File: src/rtl/ff_fifo_burst_pkg.sv
// Shared helpers for the flip-flop FIFO: width math, output-mode constants
// and the parameter legality check used at elaboration.
package ff_fifo_pkg;

    localparam int unsigned FWFT_OFF = 0;
    localparam int unsigned FWFT_ON  = 1;

    // Ceiling log2, never below 1 so a derived bus is at least one bit wide
    function automatic int unsigned clog2(input int unsigned value);
        int unsigned r;
        r = 0;
        for (longint unsigned v = 1; v < longint'(value); v = v << 1) begin
            r++;
        end
        return (r == 0) ? 1 : r;
    endfunction

    function automatic bit params_ok(
        input int unsigned data_width,
        input int unsigned depth,
        input int unsigned fwft,
        input int unsigned aempty_lvl,
        input int unsigned afull_lvl
    );
        return (data_width >= 1) && (depth >= 2) &&
               (fwft == FWFT_OFF || fwft == FWFT_ON) &&
               (aempty_lvl < afull_lvl) && (afull_lvl <= depth);
    endfunction

endpackage

File: src/rtl/ff_fifo_burst_wrap_ptr.sv
// Modulo-DEPTH pointer: increments on inc, wraps DEPTH-1 -> 0, clears on rst or clear.
module ff_fifo_wrap_ptr
    import ff_fifo_pkg::*;
#(
    parameter int unsigned DEPTH = 16,
    parameter int unsigned PTR_W = clog2(DEPTH)
) (
    input  logic             clk,
    input  logic             rst,
    input  logic             clear,
    input  logic             inc,
    output logic [PTR_W-1:0] ptr
);

    localparam logic [PTR_W-1:0] LAST = PTR_W'(DEPTH - 1);

    always_ff @(posedge clk) begin
        if (rst || clear) begin
            ptr <= '0;
        end else if (inc) begin
            ptr <= (ptr == LAST) ? '0 : ptr + PTR_W'(1);
        end
    end

endmodule

File: src/rtl/ff_fifo_burst.sv
// Circular-buffer FIFO in flip-flops with level, almost-flags, sticky
// overflow/underflow and either registered or first-word-fall-through output.
module ff_fifo_burst
    import ff_fifo_pkg::*;
#(
    parameter int unsigned DATA_WIDTH = 8,
    parameter int unsigned FIFO_DEPTH = 16,
    parameter int unsigned FWFT       = FWFT_OFF,
    parameter int unsigned AFULL_LVL  = FIFO_DEPTH - 2,
    parameter int unsigned AEMPTY_LVL = 2,
    localparam int unsigned LVL_W     = clog2(FIFO_DEPTH + 1)
) (
    input  logic                  clk,
    input  logic                  rst,
    input  logic                  enable,
    input  logic [DATA_WIDTH-1:0] data_in,
    input  logic                  write,
    input  logic                  read,
    output logic [DATA_WIDTH-1:0] data_out,
    output logic                  data_out_valid,
    output logic                  empty,
    output logic                  full,
    output logic                  almost_empty,
    output logic                  almost_full,
    output logic [LVL_W-1:0]      level,
    output logic                  overflow,
    output logic                  underflow
);

    localparam int unsigned PTR_W = clog2(FIFO_DEPTH);

    if (!params_ok(DATA_WIDTH, FIFO_DEPTH, FWFT, AEMPTY_LVL, AFULL_LVL)) begin : g_bad_params
        $error("ff_fifo_burst: illegal parameter combination");
    end

    logic [DATA_WIDTH-1:0] mem [FIFO_DEPTH];
    logic [PTR_W-1:0]      wr_ptr;
    logic [PTR_W-1:0]      rd_ptr;
    logic                  rd_acc;
    logic                  wr_acc;
    logic                  flush;
    logic [LVL_W-1:0]      level_nxt;

    // A write into a full FIFO is only taken when a read frees a slot the same cycle
    assign flush  = ~enable;
    assign rd_acc = read & ~empty & enable;
    assign wr_acc = write & enable & (~full | rd_acc);

    ff_fifo_wrap_ptr #(
        .DEPTH (FIFO_DEPTH)
    ) u_wr_ptr (
        .clk   (clk),
        .rst   (rst),
        .clear (flush),
        .inc   (wr_acc),
        .ptr   (wr_ptr)
    );

    ff_fifo_wrap_ptr #(
        .DEPTH (FIFO_DEPTH)
    ) u_rd_ptr (
        .clk   (clk),
        .rst   (rst),
        .clear (flush),
        .inc   (rd_acc),
        .ptr   (rd_ptr)
    );

    always_ff @(posedge clk) begin
        if (wr_acc) begin
            mem[wr_ptr] <= data_in;
        end
    end

    always_comb begin
        level_nxt = level;
        if (wr_acc && !rd_acc) begin
            level_nxt = level + LVL_W'(1);
        end else if (rd_acc && !wr_acc) begin
            level_nxt = level - LVL_W'(1);
        end
    end

    // Flags are registered from the next level so they track the level register exactly
    always_ff @(posedge clk) begin
        if (rst || flush) begin
            level        <= '0;
            empty        <= 1'b1;
            full         <= 1'b0;
            almost_empty <= 1'b1;
            almost_full  <= 1'b0;
            overflow     <= 1'b0;
            underflow    <= 1'b0;
        end else begin
            level        <= level_nxt;
            empty        <= (level_nxt == '0);
            full         <= (level_nxt == LVL_W'(FIFO_DEPTH));
            almost_empty <= (level_nxt <= LVL_W'(AEMPTY_LVL));
            almost_full  <= (level_nxt >= LVL_W'(AFULL_LVL));
            if (write && !wr_acc) begin
                overflow <= 1'b1;
            end
            if (read && empty) begin
                underflow <= 1'b1;
            end
        end
    end

    if (FWFT == FWFT_ON) begin : g_fwft
        assign data_out       = mem[rd_ptr];
        assign data_out_valid = ~empty;
    end else begin : g_reg
        // data_out holds across a flush; only rst returns it to zero
        always_ff @(posedge clk) begin
            if (rst) begin
                data_out       <= '0;
                data_out_valid <= 1'b0;
            end else begin
                data_out_valid <= rd_acc;
                if (rd_acc) begin
                    data_out <= mem[rd_ptr];
                end
            end
        end
    end

endmodule

File: config.mk
export PLATFORM = sky130hd
export DESIGN_NAME = ff_fifo_burst
export DESIGN_NICKNAME = d
export VERILOG_FILES = /design/src/rtl/ff_fifo_burst_pkg.sv /design/src/rtl/ff_fifo_burst_wrap_ptr.sv /design/src/rtl/ff_fifo_burst.sv
export SDC_FILE = /design/constraint.sdc
export NUM_CORES = 1
export LEC_CHECK = 0
export CAP_MARGIN = 30
export CORE_ASPECT_RATIO = 0.6
export CORE_MARGIN = 4
export CORE_UTILIZATION = 35
export DETAILED_ROUTE_END_ITERATION = 10
export PLACE_DENSITY_LB_ADDON = 0.08
export SLEW_MARGIN = 20
export SYNTH_ARGS = -nofsm -noshare
export SYNTH_HDL_FRONTEND = slang
export SYNTH_SLANG_ARGS = --single-unit
File: constraint.sdc
create_clock -name clk -period 2.5 [get_ports clk]
set_clock_uncertainty 0.2 [all_clocks]
set_input_delay 0.5 -clock clk [delete_from_list [all_inputs] [get_ports clk]]
set_output_delay 0.5 -clock clk [all_outputs]
set_load 0.05 [all_outputs]
==> results of run 1 <==
-- worst min-delay path: stages, from the launching register on --
cell and delay [ns]:
dfxtp_1 0.33, a21oi_1 0.04, nor2_1 0.07
-- layout make-up --
class	count	area, µm²	share of cell area, %
multi-input cells	182	1700	22.1
repair buffers	78	693	9.02
flip-flops and latches	156	4410	57.3
inverters	6	22.5	0.293
well taps	234	293	3.81
clock inverters	13	143	1.86
clock buffers	18	429	5.59
-- metal layers --
layer	global-route usage [%]	vias to the layer above	routed length, µm
met2	19.8	96	5980
met3	3.62	8	823
li1	-	1607	-
met4	3.78	0	82
met1	24.5	1867	7810
met5	0	-	0
-- per-stage QoR --
| step | util, % | cell area (µm²) | std cells | total power, mW | setup slack [ns] |
|---|---|---|---|---|---|
| after CTS | 44.3 | 7680 | 687 | 5.58 | 0.0113 |
| after global routing | 44.4 | 7680 | 687 | 5.74 | 0.0456 |
| final | 44.4 | 7680 | 687 | 5.51 | 0.0986 |
| after detailed placement | 41.1 | 7110 | 656 | 3.06 | -0.162 |
| after floorplan | - | 6230 | 362 | 2.96 | 0.0444 |
| after global placement | 41.1 | 7110 | 656 | 3.06 | -0.127 |
-- cells in the mapped netlist, drive strengths merged, types with 5 or more instances --
master	instances	area, µm²
a21oi	29	149
buf	11	78.8
clkbuf	7	26.3
nor3	6	41.3
dfxtp	28	561
nand2	13	48.8
mux4	32	785
edfxtp	128	3840
a22oi	16	120
nor2	35	131
ha	7	87.6
inv	6	22.5
nand2b	5	31.3
-- sequential cells by signal (all words and copies together) (netlist names) --
name and count:
overflow 1, almost_full 1, almost_empty 1, full 1
mem 128, data_out 8, data_out_valid 1, empty 1
u_wr_ptr.ptr 4, level 5, underflow 1, u_rd_ptr.ptr 4
-- kinds of logic (layout without fill, tap and decap cells) --
family,Yosys count,count (layout),synth area share [%]
muxes,33,33,12.8
xor gates and xnor gates,5,5,0.703
buffers and inverters,24,115,2.05
AOI/OAI and AO/OA,59,59,6.21
adders and majority gates,7,7,1.41
and+or+nand+nor,78,78,6.13
DFF,156,156,70.7
-- power by group through the flow --
stage / logic [mW] / clock network (mW) / registers, mW
5_1_grt: 0.185 / 2.72 / 2.83
4_1_cts: 0.170 / 2.58 / 2.83
2_1_floorplan: 0.0584 / 0 / 2.90
6_report: 0.170 / 2.52 / 2.83
3_5_place_dp: 0.170 / 0 / 2.89
3_3_place_gp: 0.170 / 0 / 2.89
-- worst max path at each step --
stage	depth (start not counted)	end	from
2_1_floorplan	4	mem[3][0]$_DFFE_PP_	empty$_SDFF_PP1_
3_3_place_gp	6	mem[10][2]$_DFFE_PP_	write
3_5_place_dp	6	mem[10][2]$_DFFE_PP_	read
4_1_cts	1	level[2]	level[2]$_SDFF_PP0_
5_1_grt	1	level[3]	level[3]$_SDFF_PP0_
6_report	1	level[3]	level[3]$_SDFF_PP0_
==> results.json, run 1 <==
{
  "status": "complete, no violations",
  "grt_antenna_before_repair": 0,
  "wl_um": 14700,
  "whs_ns": 0.278,
  "grt-ovfl-total": 0,
  "seqPwrFrac_pct": 51.3,
  "critPathBufInv": 1,
  "cts.clk_slew.worst_paths_ns": 0.06,
  "hold_path.class": "reg -> reg",
  "ys_types": 48,
  "grt_max_degree": 37,
  "fin_setup_tns_ns": 0,
  "cts_root_buffer": "clkbuf_16",
  "hold_buffers": 0,
  "syn_area_mm2": 0.00623,
  "worstPathRequired_ns": 1.80,
  "ys_seq_area_share_pct": 70.7,
  "hold_path_depth": 2,
  "r2r_slack_ns": 0.20,
  "grt_pass1_wl_um": 22200,
  "clockBufferDepth": 2,
  "crit_family": "buffers and inverters",
  "cts_made_buffers": 17,
  "p_leak_nw": 2.57,
  "finalSetupViolCount": 0,
  "p_sw_mw": 1.16,
  "slew_violations": 0,
  "p_comb_share_pct": 3.1,
  "nets": 461,
  "min_from": "underflow$_SDFFE_PP0P_",
  "fillCellCount": 1579,
  "die_h_um": 111,
  "avgSynthCellArea_um2": 17.2,
  "slew_headroom_pct": 55.6,
  "synthCells": 362,
  "worst-r2r-cell-count": 6,
  "power.density_mw_per_mm2": 718,
  "grt_pass1_vias": 3398,
  "min_period_over_period_pct": 96.1,
  "clock_latency_ns": 0.42,
  "start_util_pct": 36.0,
  "numPortBuffers": 32,
  "cts_resized": 2,
  "worst_pin_slew_ns": 0.664,
  "drive_above_1_share_pct": 21.6,
  "yosysWarnings": 0,
  "p_int_mw": 4.35,
  "rsz0062_at_grt": "no",
  "r2r-end": "data_out[7]$_SDFFE_PP0P_",
  "worstPathArrival_ns": 1.70,
  "drc": 0,
  "grt_use_total_pct": 15.0,
  "cts_tree": "built",
  "cp_max_fo": 4,
  "power_frac_clock_pct": 45.6,
  "finalHoldViolations": 0,
  "design.core.area_mm2": 0.0173,
  "cp-start-kind": "flop",
  "dr_total_vias": 3578,
  "dp_hpwl_um": 10100,
  "cts_sinks": 156,
  "drtPass1Iterations": 4,
  "ys_ff_latch": 156,
  "crit_path_end_kind": "output port",
  "globalplace.congestion": 0.876,
  "crit_path_max_incr_delay_ns": 0.84,
  "wl_per_cell_um": 21.4,
  "die-width_um": 180,
  "drt-vias-per-instance": 5.21,
  "area_delta_synth_final_pct": 23.3,
  "async_flop_share_pct": 0,
  "path_cells": "clkdlybuf4s50_1",
  "dieArea_mm2": 0.0201,
  "final_common_cell": "edfxtp_1",
  "synthFlopType": "edfxtp_1",
  "switching_share_pct": 21.0,
  "reg2reg_from": "u_rd_ptr.ptr[0]$_SDFFE_PP0P_",
  "synth_edf_count": 128,
  "cp_slowest_cell": "clkdlybuf4s50_1",
  "holdPathEnd": "underflow$_SDFFE_PP0P_",
  "crit_type": "reg -> out",
  "fmax_ghz": 0.416,
  "postRouteAntennaNets": 0,
  "cts_setup_buffers": 0,
  "cts_max_level": 4,
  "rows": 37,
  "syn-num-nets": 382,
  "drtIter0Drc": 316,
  "n_antenna_cell": 0,
  "io_pins": 33,
  "peakVddDrop_mv": 0.445,
  "final_cell_mix": "edfxtp_1 (128), buf_4 (44), nor2_1 (35)",
  "maxCapViolations": 0,
  "layout_min_cycle_time_ns": 2.40
}
Note: power is estimated with default switching activity, not from simulation.
==> inputs of run 2 (changes only) <==
--- a/config.mk
+++ b/config.mk
@@ -7,7 +7,7 @@
 export LEC_CHECK = 0
 export CAP_MARGIN = 30
 export CORE_ASPECT_RATIO = 0.6
-export CORE_MARGIN = 4
+export CORE_MARGIN = 2
 export CORE_UTILIZATION = 35
 export DETAILED_ROUTE_END_ITERATION = 10
 export PLACE_DENSITY_LB_ADDON = 0.08
==> results.json, run 2 (synthesized netlist as in run 1, its figures left out) <==
{
  "postRouteAntennaNets": 0,
  "whs_ns": 0.295,
  "grt_pass1_wl_um": 21600,
  "top_register": "mem",
  "drtIter0Drc": 331,
  "n_antenna_cell": 0,
  "wl_per_cell_um": 20.6,
  "slew_headroom_pct": 61.3,
  "largestRegisters": "mem: 128 flops, data_out: 8 flops, level: 5 flops",
  "crit_path_end_kind": "output port",
  "cts_made_buffers": 17,
  "die_h_um": 107,
  "final-instance-count-excl-fill": 687,
  "nets": 460,
  "dp_hpwl_um": 9610,
  "finalSetupViolCount": 0,
  "crit_path_max_incr_delay_ns": 0.86,
  "finalHoldViolations": 0,
  "grt-ovfl-total": 0,
  "design.core.area_mm2": 0.0173,
  "cp-endpoint": "level[2]",
  "fin_setup_tns_ns": 0,
  "slew_violations": 0,
  "critPathBufInv": 1,
  "clock_latency_ns": 0.41,
  "crit_type": "reg -> out",
  "fillCellCount": 1533,
  "p_sw_mw": 1.24,
  "drive_above_1_share_pct": 21.9,
  "min_period_over_period_pct": 97.1,
  "p_comb_share_pct": 3.0,
  "area_delta_synth_final_pct": 23.5,
  "crit_family": "buffers and inverters",
  "worstPathRequired_ns": 1.80,
  "clockBufferDepth": 2,
  "path_cells": "clkdlybuf4s50_1",
  "start_util_pct": 36.1,
  "cts.clk_slew.worst_paths_ns": 0.07,
  "grt_max_degree": 37,
  "status": "complete, no violations",
  "cp-start-kind": "flop",
  "worst_pin_slew_ns": 0.579,
  "drt-vias-per-instance": 5.07,
  "r2r-end": "data_out[5]$_SDFFE_PP0P_",
  "path_depth": 1,
  "grt_antenna_before_repair": 0,
  "place_inst": 655,
  "layout_min_cycle_time_ns": 2.43,
  "cts_max_level": 4,
  "cp_max_fo": 6,
  "worstPathArrival_ns": 1.73,
  "cts_setup_buffers": 0,
  "cts_tree": "built",
  "seqPwrFrac_pct": 51.0,
  "fmax_ghz": 0.412,
  "finish.utilization_pct": 44.5,
  "peakVddDrop_mv": 0.437,
  "cts_root_buffer": "clkbuf_16",
  "dr_total_vias": 3486,
  "drtPass1Iterations": 4,
  "power_frac_clock_pct": 46.0,
  "p_leak_nw": 2.59,
  "final_common_cell": "edfxtp_1",
  "worst-r2r-cell-count": 7,
  "die-width_um": 176,
  "dieArea_mm2": 0.0189,
  "reg2reg_from": "u_rd_ptr.ptr[0]$_SDFFE_PP0P_",
  "io_pins": 33,
  "globalplace.congestion": 0.785,
  "switching_share_pct": 22.4,
  "hold_path.class": "reg -> reg",
  "numPortBuffers": 32,
  "p_int_mw": 4.30,
  "cp_slowest_cell": "clkdlybuf4s50_1",
  "r2r_slack_ns": 0.29,
  "cts_sinks": 156,
  "rows": 37,
  "grt_pass1_vias": 3350,
  "final_cell_mix": "edfxtp_1 (128), buf_4 (43), nor2_1 (35)",
  "wl_um": 14200,
  "rsz0062_at_grt": "no",
  "maxCapViolations": 0,
  "power_mw": 5.55,
  "grt_use_total_pct": 16.0,
  "largest_reg_flops": 128,
  "power.density_mw_per_mm2": 721,
  "drc": 0,
  "startpoint": "level[2]$_SDFF_PP0_"
}
-- run 2: how the worst min path moves through the flow --
stage                                               to                          from  cells past startpoint  slack (ns)
after floorplan           u_rd_ptr.ptr[3]$_SDFFE_PP0P_  u_rd_ptr.ptr[3]$_SDFFE_PP0P_                      2        0.29
after global placement        data_out[3]$_SDFFE_PP0P_      data_out[3]$_SDFFE_PP0P_                      2        0.27
after detailed placement        underflow$_SDFFE_PP0P_        underflow$_SDFFE_PP0P_                      2        0.27
after CTS                     data_out[7]$_SDFFE_PP0P_      data_out[7]$_SDFFE_PP0P_                      2        0.30
after global routing          data_out[7]$_SDFFE_PP0P_      data_out[7]$_SDFFE_PP0P_                      2        0.33
final                         data_out[7]$_SDFFE_PP0P_      data_out[7]$_SDFFE_PP0P_                      2        0.29
-- run 2: repair_timing --
item / in CTS / in global routing
endpoints found under the setup margin: 0 / 3
hold buffers: 0 / 0
gates resized for setup: 0 / 3
endpoints found under the hold margin: 0 / 0
-- run 2: power by group through the flow --
stage / Sequential (mW) / Clock [mW] / Combinational (mW)
floorplan: 2.90 / 0 / 0.0584
global placement: 2.89 / 0 / 0.167
detailed placement: 2.89 / 0 / 0.169
CTS: 2.83 / 2.61 / 0.169
global route: 2.83 / 2.72 / 0.183
finish: 2.83 / 2.55 / 0.165
-- run 2: per-layer routing --
layer	wire length, µm	up-vias	GRT usage (%)
li1	-	1604	-
met1	7180	1780	25.7
met2	6000	98	21.7
met3	910	4	3.46
met4	70	0	4.25
met5	0	-	0
-- run 2: worst register-to-register path: stages (launching register included) --
cell,delay [ns]
dfxtp_2,0.34
buf_12,0.23
buf_4,0.24
mux4_1,0.57
a22oi_1,0.22
a21oi_1,0.12
a21oi_1,0.13
nor2_1,0.05
-- run 2: cell type report --
cell class                      instances  area [µm²]  share of cell area, %
Sequential cell                       156        4410                   57.3
Clock buffer                           18         429                   5.58
Inverter                                6        22.5                  0.293
Clock inverter                         14         154                   2.00
Tap cell                              234         293                   3.81
Multi-Input combinational cell        182        1700                   22.1
Timing Repair Buffer                   77         691                   8.98
-- run 2: stage by stage --
stage          setup slack [ns]  instance area [µm²]
2_1_floorplan            0.0444                 6230
3_3_place_gp             -0.115                 7100
3_5_place_dp             -0.156                 7100
4_1_cts                 0.00526                 7680
5_1_grt                 0.00368                 7690
6_report                 0.0717                 7690
